File: config.mk
export PLATFORM = sky130hd
export DESIGN_NAME = onehot_binary_decoder
export DESIGN_NICKNAME = d
export VERILOG_FILES = /design/src/rtl/onehot_pkg.sv /design/src/rtl/onehot_prio_enc.sv /design/src/rtl/onehot_binary_decoder.sv
export SDC_FILE = /design/constraint.sdc
export NUM_CORES = 1
export LEC_CHECK = 0
export ABC_AREA = 1
export BUFFER_PORTS_ARGS = -buffer_cell sky130_fd_sc_hd__buf_2
export CAP_MARGIN = 25
export CORE_UTILIZATION = 49
export CTS_BUF_LIST = sky130_fd_sc_hd__clkbuf_8 sky130_fd_sc_hd__clkbuf_16
export CTS_CLUSTER_DIAMETER = 120
export CTS_CLUSTER_SIZE = 30
export DETAILED_ROUTE_END_ITERATION = 10
export PLACE_DENSITY = 0.91
export SLEW_MARGIN = 20
export SYNTH_ARGS = -nofsm -noshare
export SYNTH_HDL_FRONTEND = slang
export SYNTH_SLANG_ARGS = --single-unit
File: constraint.sdc
create_clock -name clk -period 2.55 [get_ports clk]
set_input_delay 0.255 -clock clk [delete_from_list [all_inputs] [get_ports clk]]
set_output_delay 0.255 -clock clk [all_outputs]
set_load 0.1 [all_outputs]
File: src/rtl/onehot_pkg.sv
// onehot_pkg: shared defaults, FSM state type and error-count limit for the one-hot decoder.
package onehot_pkg;
    localparam int WID_DEF = 4;
    localparam int ONEHOT_WID_DEF = 16;
    localparam logic [7:0] ERR_CNT_MAX = 8'd255;
    typedef enum logic [1:0] {EMPTY, ONE, FULL} state_e;
endpackage

File: src/rtl/onehot_prio_enc.sv
// onehot_prio_enc: lowest-set-bit encoder; with ONEHOT_CHECK_EN also flags zero-hot/multi-hot vectors.
module onehot_prio_enc
    import onehot_pkg::*;
#(
    parameter int WID = WID_DEF,
    parameter int ONEHOT_WID = ONEHOT_WID_DEF
) (
    input  logic [ONEHOT_WID-1:0] vec_i,
`ifdef ONEHOT_CHECK_EN
    output logic                  err_o,
`endif
    output logic [WID-1:0]        bin_o
);
    always_comb begin
        bin_o = '0;
        for (int i = ONEHOT_WID - 1; i >= 0; i--)
            if (vec_i[i]) bin_o = WID'(i);
    end
`ifdef ONEHOT_CHECK_EN
    // Exactly one bit set <=> nonzero and clearing the lowest set bit leaves zero.
    assign err_o = (vec_i == '0) || ((vec_i & (vec_i - ONEHOT_WID'(1))) != '0);
`endif
endmodule

File: src/rtl/onehot_binary_decoder.sv
// onehot_binary_decoder: one-hot to binary decoder with a 2-entry skid-buffered output.
// Define ONEHOT_CHECK_EN to enable zero-hot/multi-hot detection and the saturating err_cnt.
module onehot_binary_decoder
    import onehot_pkg::*;
#(
    parameter int WID = WID_DEF,
    parameter int ONEHOT_WID = ONEHOT_WID_DEF
) (
    input  logic                  clk,
    input  logic                  rst,
    input  logic                  in_valid,
    output logic                  in_ready,
    input  logic [ONEHOT_WID-1:0] in_onehot,
    output logic                  out_valid,
    input  logic                  out_ready,
    output logic [WID-1:0]        out_bin,
    output logic                  out_err,
    output logic [7:0]            err_cnt
);
    state_e state_q, state_d;
    logic in_ready_q;
    logic [WID-1:0] main_bin_q, skid_bin_q, enc_bin;
    logic in_xfer, out_xfer, ld_main_in, ld_skid_in, ld_main_skid;

    assign in_ready  = in_ready_q;
    assign out_valid = state_q != EMPTY;
    assign out_bin   = main_bin_q;
    assign in_xfer   = in_valid && in_ready_q;
    assign out_xfer  = out_valid && out_ready;

`ifdef ONEHOT_CHECK_EN
    logic enc_err, main_err_q, skid_err_q;
    logic [7:0] err_cnt_q;
    onehot_prio_enc #(.WID(WID), .ONEHOT_WID(ONEHOT_WID)) u_enc (
        .vec_i(in_onehot),
        .err_o(enc_err),
        .bin_o(enc_bin)
    );
`else
    onehot_prio_enc #(.WID(WID), .ONEHOT_WID(ONEHOT_WID)) u_enc (
        .vec_i(in_onehot),
        .bin_o(enc_bin)
    );
`endif

    always_comb begin
        state_d      = state_q;
        ld_main_in   = 1'b0;
        ld_skid_in   = 1'b0;
        ld_main_skid = 1'b0;
        case (state_q)
            EMPTY: if (in_xfer) begin
                ld_main_in = 1'b1;
                state_d    = ONE;
            end
            ONE: begin
                ld_main_in = in_xfer && out_xfer;
                ld_skid_in = in_xfer && !out_xfer;
                state_d    = ld_skid_in ? FULL : (out_xfer && !in_xfer) ? EMPTY : ONE;
            end
            FULL: if (out_xfer) begin
                ld_main_skid = 1'b1;
                state_d      = ONE;
            end
            default: state_d = EMPTY;
        endcase
    end

    // in_ready is registered from the next state so it never depends on out_ready combinationally.
    always_ff @(posedge clk) begin
        if (rst) begin
            state_q    <= EMPTY;
            in_ready_q <= 1'b0;
            main_bin_q <= '0;
            skid_bin_q <= '0;
        end else begin
            state_q    <= state_d;
            in_ready_q <= state_d != FULL;
            if (ld_main_in) main_bin_q <= enc_bin;
            else if (ld_main_skid) main_bin_q <= skid_bin_q;
            if (ld_skid_in) skid_bin_q <= enc_bin;
        end
    end

`ifdef ONEHOT_CHECK_EN
    always_ff @(posedge clk) begin
        if (rst) begin
            main_err_q <= 1'b0;
            skid_err_q <= 1'b0;
            err_cnt_q  <= '0;
        end else begin
            if (ld_main_in) main_err_q <= enc_err;
            else if (ld_main_skid) main_err_q <= skid_err_q;
            if (ld_skid_in) skid_err_q <= enc_err;
            if (in_xfer && enc_err && err_cnt_q != ERR_CNT_MAX) err_cnt_q <= err_cnt_q + 8'd1;
        end
    end
    assign out_err = main_err_q;
    assign err_cnt = err_cnt_q;
`else
    assign out_err = 1'b0;
    assign err_cnt = '0;
`endif
endmodule

==> run metrics, run 1 <==
status complete, no violations; routed wire length 1.52 mm; num rows 13; Power, Total 0.559 mW; vias in the first global route 687; Hold Crit Depth 2; Arrival @ worst endpoint 1640 ps; final number of setup-violating endpoints 0; setup TNS 0 ps; TritonCTS buffer count 3; GR met3 Demand/Resource 3.91%; fin nets 172; Synth top area share 28.8%; Worst Skew 4.05 ps; Synthesis Warnings 0; drt pass-1 iters 4; Total GRT Usage 19.1%; Final Core Density 66.3%; Mean Syn Cell Area 6.33 um2; Routability Congestion 0.762; Reg2Reg Setup Slack 1020 ps; clk slew on worst S/H paths 50 ps; Post-Layout Cell Count 164; Area growth syn-to-layout 19.8%; share of post-route cells with drive strength above 1 22.1%; R2R Path End in_ready$_SDFF_PP0_; Top-Level Pins 35; CP most frequent cell nor2_1; full die area 1720 um2; crit path time final 1530 ps; crit-path max FO 5; crit path kind reg2reg; Crit path largest cell delay 400 ps; pin count of the biggest net entering global routing 9; vias per cell 4.84; maxcap violations 0; H-tree depth 1; Resized Gates After CTS 0; Power per Cell Area 610 nW/um2; Die W 41.5 um; Hold Crit Start rst; core area 1380 um2; Initial Utilization 55.4%; cts hold-fix bufs 0; met1 Track Usage GR 21.1%; clock sink total 11; Post-Syn Instances 121; Cell Chain, Critical Path nor2_1 > nor2_1 > inv_1 > ha_1 > a311oi_1 > a21oi_1; Seq cells post-synth 11; DP Area 872 um2; Peak VDD IR 272 uV; DR vias 794; Post-DRT Antenna Nets 0; Reg2Reg Depth 6; fin area 917 um2; CP Capture Type flop; DRC Markers 0; Final Max Slew Viols 0; Netlist cell types 20; Reg-to-Reg Start state_q[0]$_SDFF_PP0_; initial antenna violation count 0; die height 41.5 um; sequential-to-total area share from yosys stat 28.8%; Final Hold Vio Count 0; Final period util 59.9%; global-route wire length before repair 2.58 mm; Placement Setup Slack 1070 ps; CTS Buffer Depth 2; placed cells 160; DRT iter0 DRCs 16; main area contributors after synthesis dfxtp_1 29%, inv_1 14%, nand2_1 13%, buf_4 8.8%, a21oi_1 5.9%; Worst Setup Start Kind flop; Worst-Skew Late Latency 240 ps; setup bufs post-CTS 0; Fmax 655 MHz; unrepaired setup endpoints after global routing no; CP required 2670 ps; worst min-delay path category in2reg; routing usage on met2 33.1%; aggregate global routing overflow 0; CTS tree built; Static Leak 0.535 nW; DR WL/cell 9.26 um; Synth area leader dfxtp_1; setup ws final 1020 ps; DP HPWL 1.23 mm; ANT cells 0; slowest CP cell dfxtp_1; Top Usage Layer GRT met2; Hold Path Sink in_ready$_SDFF_PP0_; smallest hold slack 271 ps; Root Buffer clkbuf_8; Netlist Area Pre-Place 766 um2; PortBufs 25
[metal layers]
metal	vias to the layer above	part of all wire (%)	wire, um
met5	-	0	0
met3	5	3.8	57
met4	0	2.5	38
met2	30	49	751
li1	411	-	-
met1	348	44	672
[worst max path at each step]
| stage | from | endpoint | slack, ps | depth (start not counted) |
|---|---|---|---|---|
| 2_1_floorplan | in_ready$_SDFF_PP0_ | out_bin[1]$_SDFFE_PP0P_ | 490 | 6 |
| 3_3_place_gp | state_q[0]$_SDFF_PP0_ | in_ready$_SDFF_PP0_ | 1140 | 6 |
| 3_5_place_dp | state_q[0]$_SDFF_PP0_ | in_ready$_SDFF_PP0_ | 1070 | 6 |
| 4_1_cts | state_q[0]$_SDFF_PP0_ | out_bin[2]$_SDFFE_PP0P_ | 1040 | 5 |
| 5_1_grt | state_q[0]$_SDFF_PP0_ | skid_bin_q[2]$_SDFFE_PP0P_ | 930 | 8 |
| 6_report | state_q[0]$_SDFF_PP0_ | in_ready$_SDFF_PP0_ | 1020 | 6 |
[registers in the layout, summed over array words and instances, names as in the netlist]
signal,count
in_ready,1
out_bin,4
skid_bin_q,4
state_q,2
[critical path: cells and delay by family (launching register included)]
kind            cells  cell delay [ps]
fa+ha+maj           1              260
buf+inv             1               60
compound gates      2              430
simple gates        2              240
flops               1              400
[kinds of logic (layout without fill, tap and decap cells)]
kind of cell / after synthesis / count (layout) / share of synthesized area (%)
AOI/OAI and AO/OA: 21 / 21 / 18.1
DFF: 11 / 11 / 28.8
and+or+nand+nor: 48 / 48 / 26.3
buffers and inverters: 38 / 58 / 23.0
adders and majority gates: 2 / 2 / 3.27
other: 1 / 9 / 0.490
[layout make-up]
type | instances | area [um2]
Sequential cell | 11 | 220
Clock buffer | 3 | 41.3
Inverter | 29 | 109
Timing Repair Buffer | 25 | 125
Clock inverter | 1 | 3.75
Multi-Input combinational cell | 80 | 399
Tap cell | 15 | 18.8
Fill cell | 126 | 465
[power by group]
group	internal, mW	switching, mW	total, mW	leakage, nW
clock	0.106	0.0710	0.177	0.0269
sequential	0.182	0.00601	0.188	0.0900
combinational	0.0375	0.157	0.194	0.418
total	0.326	0.234	0.559	0.535
[placed cells by master, fill, tap and decap left out, types with 2 or more instances in the layout]
cell type,count
inv_1,29
nand2_1,27
buf_2,25
nor2_1,11
dfxtp_1,11
a21oi_1,9
conb_1,9
nand3_1,6
o21ai_0,5
a221oi_1,3
clkbuf_8,3
ha_1,2
[Yosys cell counts]
master	count
inv_1	28
nand2_1	27
dfxtp_1	11
nor2_1	11
a21oi_1	9
buf_4	9
nand3_1	6
o21ai_0	5
a221oi_1	3
ha_1	2
a211oi_1	1
a21oi_2	1
a311oi_1	1
a31o_4	1
conb_1	1
inv_2	1
nand4_1	1
nor2_2	1
nor2_4	1
nor3_1	1
Power figures use the tool's default switching activity.
==> inputs of run 2 (changes only) <==
Settings changed: CORE_UTILIZATION 49 to 45, PLACE_DENSITY 0.91 to 0.85.
Clock period 2.55 ns to 1.5 ns, I/O delays scaled along.
==> run 2 against run 1 <==
Total power rose by 72%; clock power up 65%; first-iteration DRC count shrank 50%; cell count up 1.2%; sequential share of layout area shrank 0.50 points; routed wire length grew 10%; setup slack got worse by 1000 ps; die area up 8.5%; utilization shrank 3.8 points; critical path depth unchanged.
==> run metrics, run 2 (synthesized netlist as in run 1, its figures left out) <==
commonest non-fill, non-tap cells in the layout 29 x inv_1, 26 x nand2_1, 25 x buf_2 (was 29 x inv_1, 27 x nand2_1, 25 x buf_2); CTS tree built (unchanged); Top-Level Pins 35 (unchanged); clk slew on worst S/H paths 50 ps (about the same); PortBufs 25 (unchanged); Root Buffer clkbuf_8 (unchanged); setup ws final 7.03 ps (was 1020 ps); Power, Total 0.960 mW (was 0.559 mW); Peak VDD IR 433 uV (was 272 uV); Final period util 99.5% (was 59.9%); Fmax 670 MHz (was 655 MHz); Power per Cell Area 997 nW/um2 (was 610 nW/um2); setup TNS 0 ps (unchanged); DR WL/cell 10.1 um (was 9.26 um); fin nets 173 (was 172); Multi-input gate area 430 um2 (was 399 um2); global-route wire length before repair 2.72 mm (was 2.58 mm); Worst-Skew Late Latency 240 ps (about the same); CP required 1610 ps (was 2670 ps); Post-DRT Antenna Nets 0 (unchanged); vias in the first global route 741 (was 687); DRT iter0 DRCs 8 (was 16); worst path bufs/invs 1 (unchanged); drt pass-1 iters 4 (unchanged); Routability Congestion 0.795 (was 0.762); initial antenna violation count 0 (unchanged); Crit path largest cell delay 410 ps (was 400 ps); H-tree depth 1 (unchanged); Die W 43.3 um (was 41.5 um); Placement Setup Slack -10.1 ps (was 1070 ps); vias per cell 4.90 (was 4.84); clock sink total 11 (unchanged); ANT cells 0 (unchanged); core area 1540 um2 (was 1380 um2); Worst Setup Start Kind flop (unchanged); Final Core Density 62.5% (was 66.3%); Initial Utilization 49.7% (was 55.4%); crit-path max FO 5 (unchanged); aggregate global routing overflow 0 (unchanged); family with the most delay on the worst path flip-flops (was compound AO/OA/AOI/OAI gates); commonest non-fill, non-tap cell in the layout inv_1 (unchanged); CP Capture Type flop (unchanged); DP Area 880 um2 (was 872 um2); TritonCTS buffer count 3 (unchanged); Cell Chain, Critical Path nor2_4 > nor2_1 > inv_1 > ha_1 > a311oi_2 > a21oi_1 (was nor2_1 > nor2_1 > inv_1 > ha_1 > a311oi_1 > a21oi_1); Final Max Slew Viols 0 (unchanged); status complete, no violations (unchanged); DR vias 814 (was 794); DP HPWL 1.28 mm (was 1.23 mm); register area 226 um2 (was 220 um2); CTS Buffer Depth 2 (unchanged); fin area 963 um2 (was 917 um2); full die area 1870 um2 (was 1720 um2); die height 43.3 um (was 41.5 um); Area growth syn-to-layout 25.8% (was 19.8%); num rows 14 (was 13); worst min-delay path category in2reg (unchanged); final number of setup-violating endpoints 0 (unchanged); slowest CP cell dfxtp_2 (was dfxtp_1); maxcap violations 0 (unchanged); routed wire length 1.67 mm (was 1.52 mm); Worst Skew 2.51 ps (was 4.05 ps); Static Leak 0.547 nW (was 0.535 nW); Arrival @ worst endpoint 1600 ps (was 1640 ps); crit path time final 1490 ps (was 1530 ps); cts hold-fix bufs 0 (unchanged); Total GRT Usage 19.1% (about the same); Final Hold Vio Count 0 (unchanged); share of post-route cells with drive strength above 1 28.0% (was 22.1%); # fillers 149 (was 126); DRC Markers 0 (unchanged); pin count of the biggest net entering global routing 9 (unchanged); crit path kind reg2reg (unchanged)
-- run 2: final cells by class --
class | count | share of cell area [%]
well taps | 16 | 2.08
repair buffers | 26 | 13.8
inverters | 29 | 11.3
multi-input cells | 80 | 44.7
clock buffers | 3 | 4.29
flip-flops and latches | 11 | 23.5
clock inverters | 1 | 0.390
-- run 2: stage by stage --
| stage | instances | hold slack, ps |
|---|---|---|
| 6_report | 166 | 171 |
| 5_1_grt | 166 | 179 |
| 4_1_cts | 165 | 161 |
| 3_5_place_dp | 161 | 412 |
| 3_3_place_gp | 161 | 401 |
| 2_1_floorplan | 129 | 209 |
-- run 2: worst register-to-register path, stage by stage (launching register included) --
cell,delay [ps]
dfxtp_2,410
nor2_4,60
nor2_1,140
inv_1,80
ha_1,300
a311oi_2,280
a21oi_1,110
-- run 2: worst paths after layout --
kind / start / to / slack, ps / cells after the start
worst min-delay path: rst / state_q[1]$_SDFF_PP0_ / 170 / 2
worst max register to register: state_q[0]$_SDFF_PP0_ / in_ready$_SDFF_PP0_ / 7 / 6
worst max-delay path: state_q[0]$_SDFF_PP0_ / in_ready$_SDFF_PP0_ / 7 / 6
worst min register to register: skid_bin_q[2]$_SDFFE_PP0P_ / out_bin[2]$_SDFFE_PP0P_ / 490 / 2
-- run 2: timing repair --
action,4_1_cts,5_1_grt
pin swaps,0,1
endpoints found under the hold margin,0,0
buffers inserted,0,1
setup endpoints to repair,2,10
resized for setup,2,6
-- run 2: layer usage --
layer	track usage, %	vias up	wire length [um]
li1	-	415	-
met2	35.8	34	870
met1	20.5	362	688
met4	9.09	0	25
met3	2.55	3	86
met5	0	-	0
-- run 2: power breakdown --
group	internal, mW	switching (mW)
Combinational	0.0707	0.274
Clock	0.180	0.113
Sequential	0.310	0.0134
Total	0.560	0.400
